File: src/rtl/robot_fsm_pkg.sv
// rtl/robot_fsm_pkg.sv - state encoding, motor codes and decode helpers for robot_fsm
package robot_fsm_pkg;

  localparam logic [3:0] ST_IDLE    = 4'd0;
  localparam logic [3:0] ST_SEARCH  = 4'd1;
  localparam logic [3:0] ST_FORWARD = 4'd2;
  localparam logic [3:0] ST_TURN_L  = 4'd3;
  localparam logic [3:0] ST_TURN_R  = 4'd4;
  localparam logic [3:0] ST_HALT    = 4'd5;
  localparam logic [3:0] ST_ARRIVED = 4'd6;
  localparam logic [3:0] ST_RESET1  = 4'd7;
  localparam logic [3:0] ST_RESET2  = 4'd8;
  localparam logic [3:0] ST_ABORT   = 4'd9;

  typedef enum logic [3:0] {
    IDLE    = ST_IDLE,
    SEARCH  = ST_SEARCH,
    FORWARD = ST_FORWARD,
    TURN_L  = ST_TURN_L,
    TURN_R  = ST_TURN_R,
    HALT    = ST_HALT,
    ARRIVED = ST_ARRIVED,
    RESET1  = ST_RESET1,
    RESET2  = ST_RESET2,
    ABORT   = ST_ABORT
  } state_t;

  localparam logic [4:0] MOTOR_STOP  = 5'b00000;
  localparam logic [4:0] MOTOR_FWD   = 5'b00001;
  localparam logic [4:0] MOTOR_LEFT  = 5'b00010;
  localparam logic [4:0] MOTOR_RIGHT = 5'b00100;
  localparam logic [4:0] MOTOR_SPIN  = 5'b01000;
  localparam logic [4:0] MOTOR_REV   = 5'b10000;

  localparam logic [2:0] PIX_LEFT   = 3'b100;
  localparam logic [2:0] PIX_CENTER = 3'b010;
  localparam logic [2:0] PIX_RIGHT  = 3'b001;

  // Undefined pixel codes fall through to SEARCH, i.e. "no target".
  function automatic state_t steer(input logic [2:0] pixel);
    case (pixel)
      PIX_CENTER: return FORWARD;
      PIX_LEFT:   return TURN_L;
      PIX_RIGHT:  return TURN_R;
      default:    return SEARCH;
    endcase
  endfunction

  function automatic logic [4:0] motor_of(input state_t s);
    case (s)
      SEARCH:  return MOTOR_SPIN;
      FORWARD: return MOTOR_FWD;
      TURN_L:  return MOTOR_LEFT;
      TURN_R:  return MOTOR_RIGHT;
      RESET2:  return MOTOR_REV;
      default: return MOTOR_STOP;
    endcase
  endfunction

  function automatic logic overwrite_of(input state_t s);
    return (s == ARRIVED) || (s == RESET1) || (s == RESET2) || (s == ABORT);
  endfunction

endpackage

File: src/rtl/robot_fsm_btn_sync.sv
// rtl/robot_fsm_btn_sync.sv - two-flop synchroniser for an active-low button, idles released
module btn_sync (
  input  logic clk,
  input  logic rst_n,
  input  logic raw,
  output logic synced
);

  logic meta;

  always_ff @(posedge clk or negedge rst_n) begin
    if (!rst_n) begin
      meta   <= 1'b1;
      synced <= 1'b1;
    end else begin
      meta   <= raw;
      synced <= meta;
    end
  end

endmodule

File: src/rtl/robot_fsm.sv
// rtl/robot_fsm.sv - delivery robot mission controller driving motor command and display override
module robot_fsm
  import robot_fsm_pkg::*;
#(
  parameter logic [7:0]  STOP_DIST      = 8'd20,
  parameter logic [31:0] SEARCH_TIMEOUT = 32'd50_000_000,
  parameter logic [31:0] RETURN_CYCLES  = 32'd8,
  parameter logic [31:0] ABORT_WORD     = 32'hDEAD_0000
) (
  input  logic        CLOCK_50,
  input  logic [1:0]  KEY,
  input  logic        bell,
  input  logic [31:0] hex_data,
  input  logic [7:0]  distance,
  input  logic        proximity,
  input  logic [2:0]  pixel_location,
  input  logic [1:0]  color_mode,
  output logic        overwrite,
  output logic [4:0]  motor_state
);

  logic        rst_n;
  logic        key1_synced;
  state_t      state;
  state_t      next_state;
  logic [31:0] search_cnt;
  logic [31:0] return_cnt;
  logic [1:0]  color_latched;
  logic        close;
  logic        press;

  assign rst_n = KEY[0];

  btn_sync u_btn_sync (
    .clk    (CLOCK_50),
    .rst_n  (rst_n),
    .raw    (KEY[1]),
    .synced (key1_synced)
  );

  always_comb begin
    close      = proximity || (distance <= STOP_DIST);
    press      = !key1_synced;
    next_state = state;
    if (state != IDLE && hex_data == ABORT_WORD) begin
      next_state = ABORT;
    end else begin
      case (state)
        IDLE:    if (bell) next_state = SEARCH;
        SEARCH: begin
          next_state = steer(pixel_location);
          if (next_state == SEARCH && search_cnt == SEARCH_TIMEOUT - 32'd1)
            next_state = ABORT;
        end
        FORWARD, TURN_L, TURN_R: begin
          if (close)                           next_state = HALT;
          else if (color_mode != color_latched) next_state = SEARCH;
          else                                 next_state = steer(pixel_location);
        end
        HALT:    if (!close) next_state = (pixel_location == PIX_CENTER) ? ARRIVED : SEARCH;
        ARRIVED: if (press) next_state = RESET1;
        RESET1:  if (!press) next_state = RESET2;
        RESET2:  if (bell || return_cnt == RETURN_CYCLES - 32'd1) next_state = SEARCH;
        ABORT: begin
          if (bell)       next_state = SEARCH;
          else if (press) next_state = IDLE;
        end
        default: next_state = IDLE;
      endcase
    end
  end

  // Counters only run while the state is held, so any entry starts them from zero.
  always_ff @(posedge CLOCK_50 or negedge rst_n) begin
    if (!rst_n) begin
      state         <= IDLE;
      motor_state   <= MOTOR_STOP;
      overwrite     <= 1'b0;
      search_cnt    <= '0;
      return_cnt    <= '0;
      color_latched <= '0;
    end else begin
      state       <= next_state;
      motor_state <= motor_of(next_state);
      overwrite   <= overwrite_of(next_state);
      search_cnt  <= (state == SEARCH && next_state == SEARCH) ? search_cnt + 32'd1 : '0;
      return_cnt  <= (state == RESET2 && next_state == RESET2) ? return_cnt + 32'd1 : '0;
      if (state == SEARCH && next_state != SEARCH)
        color_latched <= color_mode;
    end
  end

endmodule

File: config.mk
export PLATFORM = sky130hd
export DESIGN_NAME = robot_fsm
export DESIGN_NICKNAME = d
export VERILOG_FILES = /design/src/rtl/robot_fsm_pkg.sv /design/src/rtl/robot_fsm_btn_sync.sv /design/src/rtl/robot_fsm.sv
export SDC_FILE = /design/constraint.sdc
export NUM_CORES = 1
export LEC_CHECK = 0
export CAP_MARGIN = 20
export CORE_ASPECT_RATIO = 1.2
export CORE_MARGIN = 2
export CORE_UTILIZATION = 50
export DETAILED_ROUTE_END_ITERATION = 10
export GPL_TIMING_DRIVEN = 0
export PLACE_DENSITY_LB_ADDON = 0.25
export SYNTH_ARGS = -nofsm -noshare
export SYNTH_HDL_FRONTEND = slang
export SYNTH_SLANG_ARGS = --single-unit
export TNS_END_PERCENT = 5
File: constraint.sdc
create_clock -name CLOCK_50 -period 2.43 [get_ports CLOCK_50]
set_clock_uncertainty 0.2 [all_clocks]
set_input_delay 0.486 -clock CLOCK_50 [delete_from_list [all_inputs] [get_ports CLOCK_50]]
set_output_delay 0.486 -clock CLOCK_50 [all_outputs]
set_load 0.02 [all_outputs]
-- After elaboration in Yosys (flattened, before gate mapping)
Cells that the tools add are included.
- register bits after elaboration: 78
- input port bits: 50
- output and inout port bits: 6
- word-level logic and storage cells: 69
- add/sub/neg operators: 2
- $lt $le $gt $ge: 1
- equal/unequal tests: 26
- mux-type cells: 19
- reduce and logical (&&, ||, !) cells: 13
- operator list (kind ; number):
    $add 32x1->32 const B ; 2
    $mux 32 ; 2
    $mux 4 ; 11
    $eq 32x26->1 const B ; 1
    $eq 32x3->1 const B ; 1
    $eq 32x32->1 const B ; 1
    $pmux 4 s8 ; 1
    $eq 4x3->1 const B ; 7
    $pmux 5 s5 ; 1
    $eq 4x2->1 const B ; 4
    $eq 4x4->1 const B ; 4
    $eq 4x1->1 const B ; 3
    $mux 3 ; 3
    $pmux 3 s3 ; 1
    $le 8x5->1 const B ; 1
    $logic_and 1x1->1 ; 5
    $logic_or 1x1->1 ; 5
    $logic_not 4->1 ; 1
    $ne 4x1->1 const B ; 1
    $reduce_bool 4->1 ; 1
    $eq 3x1->1 const B ; 1
    $eq 3x2->1 const B ; 1
    $eq 3x3->1 const B ; 1
    $reduce_or 3->1 ; 1
    $ne 2x2->1 ; 1

-- Longest topological paths before layout
Gate-level depths: netlist of run 1.
- word-level depth: 13
- mapped depth: 11
- mapped depth without buffers: 9

-- Modules after synthesis
From an unflattened synthesis of run 1, not the netlist that was laid out.
- cells, all modules: 422
- area, all modules: 4062.6 µm²
- modules (own cells, without submodules) (module ; times used ; cells an instance ; area an instance (µm²) ; seq. area each (µm²)):
    robot_fsm ; 1 ; 420 ; 4010.1 ; 1901.8
    btn_sync ; 1 ; 2 ; 52.6 ; 52.6

-- Least setup slack after synthesis of run 1
OpenSTA, ideal clock, no wires.
- path kind: input-to-reg
- start point: in pixel_location[0]
- end point: reg color_latched[0]
- setup time: 125 ps
- arrival: 2346 ps
- required time: 2105 ps
- slack: -241 ps
- cell stages on the path: 8
- path buffers: 1
- cells stage by stage: clkbuf_2 -> or3b_2 -> a211oi_1 -> a22oi_1 -> a221o_1 -> o211ai_2 -> o21a_1 -> mux2_2
- word-level cells in the longest chain between the ends: 11
- elaborated cells between the ends (all ways): 17
- those cells by class: eq/ne (5); mux (10); reduce/logical (2)
- ends and longest elaborated chain (element ; line ; text):
    from (decl) ; robot_fsm.sv:16 ; input logic [2:0] pixel_location,
    $eq 3x1->1 (tied with other cells) ; robot_fsm_pkg.sv:41 ; case (pixel)
    $pmux 3 s3 ; robot_fsm_pkg.sv:41 ;
    $mux 4 ; robot_fsm.sv:48 ; case (state)
    $mux 4 ; robot_fsm.sv:45 ; if (state != IDLE && hex_data == ABORT_WORD) begin
    $eq 4x1->1 ; robot_fsm.sv:52 ; if (next_state == SEARCH && search_cnt == SEARCH_TIMEOUT - 32'd1)
    $logic_and 1x1->1 ; robot_fsm.sv:52 ;
    $mux 4 ; robot_fsm.sv:52 ;
    $pmux 4 s8 (*) ; robot_fsm.sv:48 ;
    $mux 4 (*) ; robot_fsm.sv:45 ;
    $ne 4x1->1 (*) ; robot_fsm.sv:88 ; if (state == SEARCH && next_state != SEARCH)
    $logic_and 1x1->1 (*) ; robot_fsm.sv:88 ;
    to (signal assigned) ; robot_fsm.sv:89 ; color_latched <= color_mode;
    to (decl) ; robot_fsm.sv:28 ; logic [1:0] color_latched;
Every way passes the cells marked *; elsewhere a longest branch is shown, timed or not. The select of a mux whose other input is x is not followed.
A chain may end at the register's enable or synchronous reset.

-- Final worst setup path of run 1
- start point: reg return_cnt[5]
- end point: reg search_cnt[19]
- word-level cells in the longest chain between the ends: 8
- ends and longest elaborated chain (element ; line ; text):
    from (decl) ; robot_fsm.sv:27 ; logic [31:0] return_cnt;
    from (signal assigned) ; robot_fsm.sv:87 ; return_cnt <= (state == RESET2 && next_state == RESET2) ? return_cnt + 32'd1 : '0;
    $eq 32x3->1 ; robot_fsm.sv:63 ; RESET2: if (bell || return_cnt == RETURN_CYCLES - 32'd1) next_state = SEARCH;
    $logic_or 1x1->1 ; robot_fsm.sv:63 ;
    $mux 4 ; robot_fsm.sv:63 ;
    $pmux 4 s8 ; robot_fsm.sv:48 ;
    $mux 4 ; robot_fsm.sv:45 ;
    $eq 4x1->1 ; robot_fsm.sv:86 ; search_cnt <= (state == SEARCH && next_state == SEARCH) ? search_cnt + 32'd1 : '0;
    $logic_and 1x1->1 ; robot_fsm.sv:86 ;
    $mux 32 ; robot_fsm.sv:86 ;
    to (signal assigned) ; robot_fsm.sv:86 ;
    to (decl) ; robot_fsm.sv:26 ; logic [31:0] search_cnt;
Every way passes these cells.

==> impl_results.md, run 1 <==
* Status: finished with violations
* Failing checks: negative setup slack
* Total routed wirelength at 9.333 mm
* Max IR drop VDD at 0.6181 mV
* Max Fclk at 372.1 MHz
* Static Leak at 0.002179 uW
* Post-DP HPWL at 6.415 mm
* Mapped Nets at 478
* Final setup fails at 66
* # Max-Cap Violations at 0
* Worst slew pin tran at 0.5665 ns
* CP most frequent cell: buf_6
* Share of flip-flops with an asynchronous set or reset at 100.0%
* Synth top area share at 45.63%
* Register bit total from synthesis at 78
* Ranking of synthesized cells by area: dfrtp_1 46%, xor2_1 7.8%, nor2_1 6.9%
* Vias in the first global route at 3520
* Worst hold-check path type: reg -> reg
* Mapped Avg Cell Area at 9.783 um^2
* Post-synth EDFFs at 0
* Kind of critical path: reg -> reg
* Clock buffer count from CTS at 9
* Remaining antenna violation count at 0
* Die width at 87.35 um
* Area growth from synthesis to layout at 31.88%
* Post-place setup slack at -0.7550 ns
* Buffer levels on the longest clock path at 2
* Die area at 0.009085 mm^2
* Detailed Route Iter0 Violations at 197
* Design Area, Final at 0.005497 mm^2
* Startpoint Class: flop
* Crit path capture type: flop
* Starting Density at 51.40%
* Antenna fix cells at 0
* Cell accounting for the most synthesized area: dfrtp_1
* Arrival time at the worst endpoint at 2.77 ns
* GP Congestion at 0.9253
* Power Density at 654.9 mW/mm^2
* Final hold violation count at 0
* Worst path slowest cell: dfrtp_1
* # port buffers at 54
* Die Y at 104.0 um
* GRT Overall Usage at 21.49%
* Dpl cell area at 0.004872 mm^2
* Ratio of final minimum period to clock period at 110.6%
* Clock sink count at 78
* Fin util at 67.79%
* Slew Viols, Final at 0
* Max incr delay on CP at 0.46 ns
* H-tree Lvls at 3
* Area of the mapped netlist at 0.004168 mm^2
* # DRC at 0
* Post-DR wirelength/cell at 15.30 um
* Post-synthesis cell count at 426
* Clock-pin slew on the worst setup and hold paths at 0.08 ns
* Max-slew headroom at 61.94%
* Most frequent cells in the layout: 74 x dfrtp_1, 69 x nor2_1, 43 x clkdlybuf4s50_1, 35 x xor2_1, 26 x xnor2_1
* Commonest non-fill, non-tap cell in the layout: dfrtp_1
* Vias at 3360
* Largest net degree at the start of global routing at 66
* Core area at 0.008108 mm^2
* Final worst slack at -0.2574 ns
* Skew-Pair Late Insertion Delay at 0.35 ns
* Min cycle time layout at 2.687 ns
* First-pass GRT wire length at 15.79 mm
* Ports at 56
* Initial antenna violation count at 0
* Distinct cells, synth at 56
* CTS Root Cell: clkbuf_8
* Unrepaired setup endpoints after global routing: yes
* Seq/Total Area, Yosys at 46.89%
* Synth Flop Type: dfrtp_1
* First-pass DRT Iterations at 4
* Crit Path Max Fanout at 10
* Fin nets at 562
* Yosys Warn Count at 0
* Gr ovfl total at 0
* Vias/cell at 5.508
* CP Cell Sequence: nor4_2, nand4_1, o211ai_1, nor3b_4, o211ai_4, or3_1, buf_6, buf_6, nor2_2
* CTS tree: yes
* Tot Pwr at 3600 uW
* Site row count at 36
* Fill count at 616
* Critical path required time at 2.51 ns
* Share of layout cells above drive strength 1 at 21.36%
==> critical path: cells and delay by family (launching register included) <==
kind	cells	cell delay (ns)
and+or+nand+nor	5	1.28
buffers and inverters	2	0.29
AOI/OAI and AO/OA	2	0.39
DFF	1	0.46
==> synthesized netlist by cell type (2+ instances only) <==
cell type  number
nor2b_1         3
dfrtp_1        76
and3_1          8
o32ai_1         2
nor4b_1         5
inv_1          13
nor2_2          2
nor2_1         77
and4_1          8
o211ai_1        3
and2_1          8
nor4bb_1        3
buf_6           4
buf_2           6
nor3_1         13
mux2_2          2
or3b_2          2
or3_1           2
xor2_1         37
a211oi_1        3
nor4_1         13
xnor2_1        27
dfstp_2         2
nand2b_1        4
and4b_1         2
ha_1            2
a21oi_1         4
nor2_4          8
nand3_1        21
o21ai_0         3
nand2_1        25
nand4_1        14
==> report_power, final <==
group | internal [uW] | switching (uW)
combinational | 615 | 663
clock | 430 | 452
sequential | 1380 | 60.2
==> per-stage QoR <==
step / hold WS (ns) / cells / setup TNS [ns]
6_report: 0.1578 / 610 / -14.73
5_1_grt: 0.1679 / 610 / -22.15
4_1_cts: 0.1591 / 602 / -11.27
3_5_place_dp: 0.1478 / 576 / -44.36
3_3_place_gp: 0.1479 / 575 / -194.50
2_1_floorplan: -0.009591 / 426 / -1.405
==> routing by layer <==
layer	share of wire, %	vias up	global-route usage (%)	wire length [um]
met5	0	-	0	0
met4	1.5	0	6.593	140
met3	1.8	12	4.524	169
met2	55	35	37.34	5123
met1	42	1676	26.27	3899
li1	-	1637	-	-
==> path summary, 6_finish.rpt <==
| path | start | to | slack (ns) | cells past startpoint |
|---|---|---|---|---|
| hold / removal | u_btn_sync.meta$_DFF_PN1_ | u_btn_sync.synced$_DFF_PN1_ | 0.16 | 0 |
| setup / recovery | return_cnt[5]$_DFF_PN0_ | search_cnt[19]$_DFF_PN0_ | -0.26 | 9 |
| hold reg to reg | u_btn_sync.meta$_DFF_PN1_ | u_btn_sync.synced$_DFF_PN1_ | 0.16 | 0 |
| setup reg to reg | return_cnt[5]$_DFF_PN0_ | search_cnt[19]$_DFF_PN0_ | -0.26 | 9 |
| min in group asynchronous | KEY[0] | search_cnt[22]$_DFF_PN0_ | 0.34 | 2 |
| max in group asynchronous | KEY[0] | state[1]$_DFF_PN0_ | 1.12 | 3 |
==> layout make-up <==
class	instances	area [um^2]	share of cell area [%]
multi-input combinational	322	2356	42.86
sequential	78	1957	35.60
timing repair buffer	74	710.7	12.93
clock buffer	14	162.7	2.959
buffer	12	126.4	2.299
tap	95	118.9	2.163
inverter	13	48.80	0.8878
clock inverter	2	16.27	0.2959
==> flip-flops by register name, summed over array words and instances (netlist names) <==
register,cells
u_btn_sync.meta,1
motor_state,5
u_btn_sync.synced,1
return_cnt,32
color_latched,2
overwrite,1
state,4
search_cnt,32
==> repair_timing <==
action | in CTS | in global routing
resized for setup | 39 | 33
setup buffers | 10 | 7
pin swaps | 21 | 18
setup endpoints to repair | 66 | 72
hold endpoints to repair | 11 | 0
cloned | 0 | 1
hold buffers | 1 | 0
==> kinds of logic (layout without fill, tap and decap cells) <==
| kind of cell | Yosys count | in the layout | share of synthesized area (%) |
|---|---|---|---|
| AOI/OAI and AO/OA | 27 | 27 | 5.074 |
| xor gates and xnor gates | 64 | 64 | 13.45 |
| adders and majority gates | 2 | 2 | 0.6003 |
| buffers and inverters | 26 | 115 | 3.662 |
| DFF | 78 | 78 | 46.89 |
| muxes | 2 | 2 | 0.5403 |
| and+or+nand+nor | 227 | 227 | 29.78 |
No activity file was read; power rests on OpenSTA's default activity.
==> run 2, diff against run 1 <==
- ABC_CLOCK_PERIOD_IN_PS: default -> 2430
- CORE_UTILIZATION: 50 -> 51
- CTS_BUF_LIST: default -> sky130_fd_sc_hd__clkbuf_8
- SYNTH_HIERARCHICAL: default -> 1
==> impl_results.md, run 2 <==
* Status: finished with violations (unchanged)
* Failing checks: negative setup slack (unchanged)
* R2r setup slk at -0.37 ns (was -0.26 ns)
* Largest net degree at the start of global routing at 46 (was 66)
* Worst slew pin tran at 0.5617 ns (was 0.5665 ns)
* Unrepaired setup endpoints after global routing: yes (unchanged)
* Site row count at 35 (was 36)
* Fin util at 71.61% (was 67.79%)
* # DRC at 0 (unchanged)
* Synth Flop Type: dfrtp_1 (unchanged)
* Mapped Avg Cell Area at 9.627 um^2 (was 9.783 um^2)
* Share of flip-flops with an asynchronous set or reset at 100.0% (unchanged)
* Remaining antenna violation count at 0 (unchanged)
* Vias in the first global route at 3440 (was 3520)
* Biggest registers after layout: return_cnt (32), search_cnt (32), motor_state (5) (unchanged)
* Min cycle time layout at 2.796 ns (was 2.687 ns)
* Count leader, synth: dfrtp_1 (was nor2_1)
* Share of layout cells above drive strength 1 at 22.57% (was 21.36%)
* Final setup fails at 67 (was 66)
* Synth top area share at 46.81% (was 45.63%)
* Slew Viols, Final at 0 (unchanged)
* Final worst slack at -0.3660 ns (was -0.2574 ns)
* Area growth from synthesis to layout at 35.85% (was 31.88%)
* Initial antenna violation count at 0 (unchanged)
* Crit Path Max Fanout at 10 (unchanged)
* Kind of critical path: reg -> reg (unchanged)
* Ports at 56 (unchanged)
* Clk pwr share at 28.5% (was 24.5%)
* Post-synth EDFFs at 0 (unchanged)
* Post-DP HPWL at 6.642 mm (was 6.415 mm)
* Die width at 85.48 um (was 87.35 um)
* Ranking of synthesized cells by area: dfrtp_1 47%, xor2_1 8.8%, nor2_1 6.8% (was dfrtp_1 46%, xor2_1 7.8%, nor2_1 6.9%)
* Clock sink count at 78 (unchanged)
* Max-slew headroom at 62.24% (was 61.94%)
* Seq/Total Area, Yosys at 48.11% (was 46.89%)
* Mapped Nets at 474 (was 478)
* Critical path required time at 2.53 ns (was 2.51 ns)
* Yosys Warn Count at 6 (was 0)
* Vias at 3454 (was 3360)
* First-pass GRT wire length at 15.73 mm (was 15.79 mm)
* Post-DR wirelength/cell at 16.93 um (was 15.30 um)
* Arrival time at the worst endpoint at 2.89 ns (was 2.77 ns)
* Combinational fraction of design power at 34.6% (was 35.5%)
* Buffer levels on the longest clock path at 2 (unchanged)
* Final hold violation count at 0 (unchanged)
* Worst hold-check path type: reg -> reg (unchanged)
* Die area at 0.008699 mm^2 (was 0.009085 mm^2)
* # Max-Cap Violations at 0 (unchanged)
* Startpoint Class: flop (unchanged)
* Area of the mapped netlist at 0.004063 mm^2 (was 0.004168 mm^2)
* Die Y at 101.8 um (was 104.0 um)
* GP Congestion at 0.8144 (was 0.9253)
* Distinct cells, synth at 47 (was 56)
* # port buffers at 55 (was 54)
* Crit path capture type: flop (unchanged)
* Static Leak at 0.002328 uW (was 0.002179 uW)
* CTS tree: yes (unchanged)
* Total routed wirelength at 10.26 mm (was 9.333 mm)
* Detailed Route Iter0 Violations at 151 (was 197)
* Core area at 0.007707 mm^2 (was 0.008108 mm^2)
* CTS Root Cell: clkbuf_8 (unchanged)
* Gr ovfl total at 0 (unchanged)
* GRT Overall Usage at 22.87% (was 21.49%)
* H-tree Lvls at 3 (unchanged)
* Fill count at 517 (was 616)
* Clock-pin slew on the worst setup and hold paths at 0.08 ns (about the same)
* Sw power at 1242 uW (was 1175 uW)
* First-pass DRT Iterations at 4 (unchanged)
* Ratio of final minimum period to clock period at 115.1% (was 110.6%)
* Max Fclk at 357.7 MHz (was 372.1 MHz)
* Sequential power share at 36.9% (was 40.0%)
* Most frequent cells in the layout: 75 x dfrtp_1, 63 x nor2_1, 41 x xor2_1, 30 x nand2_1, 30 x dlygate4sd2_1 (was 74 x dfrtp_1, 69 x nor2_1, 43 x clkdlybuf4s50_1, 35 x xor2_1, 26 x xnor2_1)
* Commonest non-fill, non-tap cell in the layout: dfrtp_1 (unchanged)
* Max IR drop VDD at 0.5655 mV (was 0.6181 mV)
* Antenna fix cells at 0 (unchanged)
* Vias/cell at 5.700 (was 5.508)
* Clock buffer count from CTS at 9 (unchanged)
* Fin nets at 561 (was 562)
* Setup tns final at -17.19 ns (was -14.73 ns)
* Sw Share at 32.17% (was 32.65%)
* Post-synthesis cell count at 422 (was 426)
* Cell accounting for the most synthesized area: dfrtp_1 (unchanged)
* Top cells by count, synth: 76 x dfrtp_1, 74 x nor2_1, 41 x xor2_1 (was 77 x nor2_1, 76 x dfrtp_1, 37 x xor2_1)
* Internal at 2618 uW (was 2424 uW)
* Starting Density at 52.71% (was 51.40%)
* Power Density at 699.3 mW/mm^2 (was 654.9 mW/mm^2)
* Register bit total from synthesis at 78 (unchanged)
* Skew-Pair Late Insertion Delay at 0.36 ns (was 0.35 ns)
## run 2: worst paths after layout
check	start	to	cells after the start
worst max-delay path	state[0]$_DFF_PN0_	return_cnt[16]$_DFF_PN0_	9
worst min-delay path	u_btn_sync/meta$_DFF_PN1_	u_btn_sync/synced$_DFF_PN1_	0
worst max register to register	state[0]$_DFF_PN0_	return_cnt[16]$_DFF_PN0_	9
worst min register to register	u_btn_sync/meta$_DFF_PN1_	u_btn_sync/synced$_DFF_PN1_	0
max in group asynchronous	KEY[0]	u_btn_sync/meta$_DFF_PN1_	3
min in group asynchronous	KEY[0]	search_cnt[12]$_DFF_PN0_	2
## run 2: cells by family after synthesis
logic type | share of synthesized area [%]
AND/OR/NAND/NOR | 31.23
flip-flops | 48.11
XOR/XNOR | 14.01
AO/OA/AOI/OAI | 3.142
buffers and inverters | 2.340
multiplexers | 0.5543
adder cells (fa/ha/maj) | 0.6159
## run 2: area by class of cell
class                      instances  area (um^2)  area share (%)
buffer                            10        137.6           2.494
multi-input combinational        327         2322           42.08
clock buffer                       9        123.9           2.244
timing repair buffer              77        737.0           13.35
tap                               92        115.1           2.086
clock inverter                     7        105.1           1.904
inverter                           6        22.52          0.4081
sequential                        78         1956           35.43
## run 2: through the flow
step | worst slack, ns | instance area (um^2) | std cells | hold WS [ns] | power [uW]
global placement | -1.960 | 4732 | 569 | 0.1485 | 2272
floorplan | -0.3563 | 4066 | 422 | -0.009591 | 1979
global route | -0.4608 | 5519 | 606 | 0.1649 | 4041
detailed placement | -1.068 | 4750 | 570 | 0.1503 | 2293
finish | -0.3660 | 5519 | 606 | 0.1626 | 3860
CTS | -0.2572 | 5260 | 600 | 0.1635 | 3745
## run 2: critical path, stage by stage, from the launching register on
cell and delay [ns]:
dfrtp_1 0.40, clkbuf_8 0.17, nor4b_4 0.14, o21ai_1 0.16
nand3_2 0.14, nor4_4 0.31, or3b_4 0.43, or3_4 0.48
clkbuf_16 0.20, nor2_1 0.10
## run 2: repair_timing
action                                  CTS  global route
endpoints found under the setup margin   73            67
setup buffers                            12             6
gates cloned                              1             1
pin swaps                                18            13
endpoints found under the hold margin    33             0
hold buffers                              1             0
resized for setup                        86            51
## run 2: power by group through the flow
stage | Combinational, uW | Clock, uW | Sequential (uW)
final | 1330 | 1100 | 1420
after global placement | 834 | 0 | 1440
after global routing | 1420 | 1190 | 1430
after floorplan | 507 | 0 | 1470
after CTS | 1200 | 1130 | 1420
after detailed placement | 850 | 0 | 1440
## run 2: routing by layer
metal  share of wire (%)  global-route usage, %
met2                  55                  40.75
met1                  39                  27.09
met5                   0                      0
met4                 2.7                  11.11
met3                 2.5                  3.260
==> run 3, diff against run 2 <==
- CORE_MARGIN: 2 -> 1.5
==> impl_results.md, run 3 (synthesis gave the netlist of run 2 again) <==
* Ports at 56 (unchanged)
* Hold Path Stages at 0 (unchanged)
* CP delay by family, top: simple AND/OR/NAND/NOR gates (unchanged)
* Remaining antenna violation count at 0 (unchanged)
* Worst hold slack at 0.1643 ns (was 0.1626 ns)
* Antenna fix cells at 0 (unchanged)
* First-pass DRT Iterations at 5 (was 4)
* Vias in the first global route at 3513 (was 3440)
* Slew Viols, Final at 0 (unchanged)
* Design Area, Final at 0.006000 mm^2 (was 0.005519 mm^2)
* Startpoint Class: input port (was flop)
* CP Cell Sequence: dlymetal6s2s_1, nor4_4, a211oi_4, buf_4, nand4_1, a311oi_4, or3b_4, or3_4, buf_12, clkbuf_16, nor2_4 (was clkbuf_8, nor4b_4, o21ai_1, nand3_2, nor4_4, or3b_4, or3_4, clkbuf_16, nor2_1)
* GRT Overall Usage at 23.70% (was 22.87%)
* Post-DR wirelength/cell at 19.06 um (was 16.93 um)
* Total routed wirelength at 12.01 mm (was 10.26 mm)
* Post-place setup slack at -1.032 ns (was -1.068 ns)
* Ratio of final minimum period to clock period at 120.0% (was 115.1%)
* Vias at 3730 (was 3454)
* Status: finished with violations (unchanged)
* Min cycle time layout at 2.915 ns (was 2.796 ns)
* First-pass GRT wire length at 16.12 mm (was 15.73 mm)
* Gr ovfl total at 0 (unchanged)
* Largest net degree at the start of global routing at 63 (was 46)
* Worst path slowest cell: nor4_4 (was or3_4)
* Power Density at 693.3 mW/mm^2 (was 699.3 mW/mm^2)
* Share of layout cells above drive strength 1 at 33.27% (was 22.57%)
* Detailed Route Iter0 Violations at 223 (was 151)
* Die Y at 100.8 um (was 101.8 um)
* Area growth from synthesis to layout at 47.67% (was 35.85%)
* Biggest registers after layout: return_cnt (32), search_cnt (32), motor_state (5) (unchanged)
* Levels on crit path at 11 (was 9)
* Worst r2r path cells at 10 (was 9)
* Final setup fails at 69 (was 67)
* # DRC at 0 (unchanged)
* Commonest non-fill, non-tap cell in the layout: dfrtp_1 (unchanged)
* Die area at 0.008513 mm^2 (was 0.008699 mm^2)
* Worst slew pin tran at 0.5170 ns (was 0.5617 ns)
* # Max-Cap Violations at 0 (unchanged)
* Failing checks: negative setup slack (unchanged)
* Unrepaired setup endpoints after global routing: yes (unchanged)
* Static Leak at 0.002585 uW (was 0.002328 uW)
* Clock-pin slew on the worst setup and hold paths at 0.08 ns (about the same)
* Vias/cell at 5.921 (was 5.700)
* # port buffers at 55 (unchanged)
* Clock buffer count from CTS at 9 (unchanged)
* Max incr delay on CP at 0.46 ns (was 0.48 ns)
* Die width at 84.48 um (was 85.48 um)
* Buffer levels on the longest clock path at 2 (unchanged)
* Fin nets at 585 (was 561)
* Worst hold-check path type: reg -> reg (unchanged)
* Critical path required time at 2.52 ns (was 2.53 ns)
* Initial antenna violation count at 0 (unchanged)
* Max-slew headroom at 65.25% (was 62.24%)
* Max IR drop VDD at 0.6012 mV (was 0.5655 mV)
* Max Fclk at 343.0 MHz (was 357.7 MHz)
* Arrival time at the worst endpoint at 3.01 ns (was 2.89 ns)
* CTS tree: yes (unchanged)
* Crit path capture type: flop (unchanged)
* Crit Path Max Fanout at 8 (was 10)
* Core area at 0.007707 mm^2 (unchanged)
* Final worst slack at -0.4851 ns (was -0.3660 ns)
* Final hold violation count at 0 (unchanged)
* Dpl cell area at 0.004757 mm^2 (was 0.004750 mm^2)
* Fin util at 77.84% (was 71.61%)
* Buf+Inv Stages, Crit Path at 4 (was 2)
* CTS Root Cell: clkbuf_8 (unchanged)
* Starting Density at 52.71% (unchanged)
* Kind of critical path: in -> reg (was reg -> reg)
* Site row count at 35 (unchanged)
* H-tree Lvls at 3 (unchanged)
* Clock sink count at 78 (unchanged)
* Post-DP HPWL at 6.448 mm (was 6.642 mm)
* Most frequent cells in the layout: 72 x dfrtp_1, 47 x nor2_1, 40 x xor2_1, 34 x buf_4, 29 x nand2_1 (was 75 x dfrtp_1, 63 x nor2_1, 41 x xor2_1, 30 x nand2_1, 30 x dlygate4sd2_1)
* Skew-Pair Late Insertion Delay at 0.36 ns (about the same)
* GP Congestion at 0.8595 (was 0.8144)
* Tot Pwr at 4160 uW (was 3860 uW)
-- run 3: final cells by class --
class / instances / area (um^2)
tap: 92 / 115.1
fill: 443 / 1708
clock inverter: 7 / 80.08
sequential: 78 / 1959
buffer: 11 / 168.9
clock buffer: 9 / 123.9
multi-input combinational: 327 / 2551
timing repair buffer: 100 / 978.4
inverter: 6 / 22.52
-- run 3: final timing paths --
kind                                                to                      start  slack, ns
hold / removal             u_btn_sync/synced$_DFF_PN1_  u_btn_sync/meta$_DFF_PN1_       0.16
max in group asynchronous  u_btn_sync/synced$_DFF_PN1_                     KEY[0]       1.07
min in group asynchronous      search_cnt[4]$_DFF_PN0_                     KEY[0]       0.33
setup reg to reg               return_cnt[6]$_DFF_PN0_         state[0]$_DFF_PN0_      -0.34
setup / recovery               return_cnt[6]$_DFF_PN0_                distance[3]      -0.49
hold reg to reg            u_btn_sync/synced$_DFF_PN1_  u_btn_sync/meta$_DFF_PN1_       0.16
-- run 3: layer usage --
metal	up-vias	track usage, %	wire [um]
met2	145	42.52	6334
met4	0	10.30	627
li1	1692	-	-
met1	1837	28.34	4593
met3	56	3.604	451
met5	-	0	0
-- run 3: repair_timing --
| action | in CTS | in global routing |
|---|---|---|
| endpoints found under the hold margin | 16 | 0 |
| cloned | 1 | 5 |
| hold buffers | 1 | 0 |
| setup buffers | 19 | 24 |
| setup endpoints to repair | 73 | 72 |
| pin swaps | 24 | 57 |
| resized for setup | 76 | 160 |
-- run 3: power by group --
group,switching [uW],leakage [uW],internal [uW]
clock,534,0.0000968,487
sequential,54.7,0.00106,1380
combinational,866,0.00142,841
-- run 3: metrics by stage --
step	TNS (ns)	cells
after floorplan	-14.69	422
after global placement	-213.84	569
after detailed placement	-63.35	570
after CTS	-13.29	604
after global routing	-24.89	630
final	-20.65	630
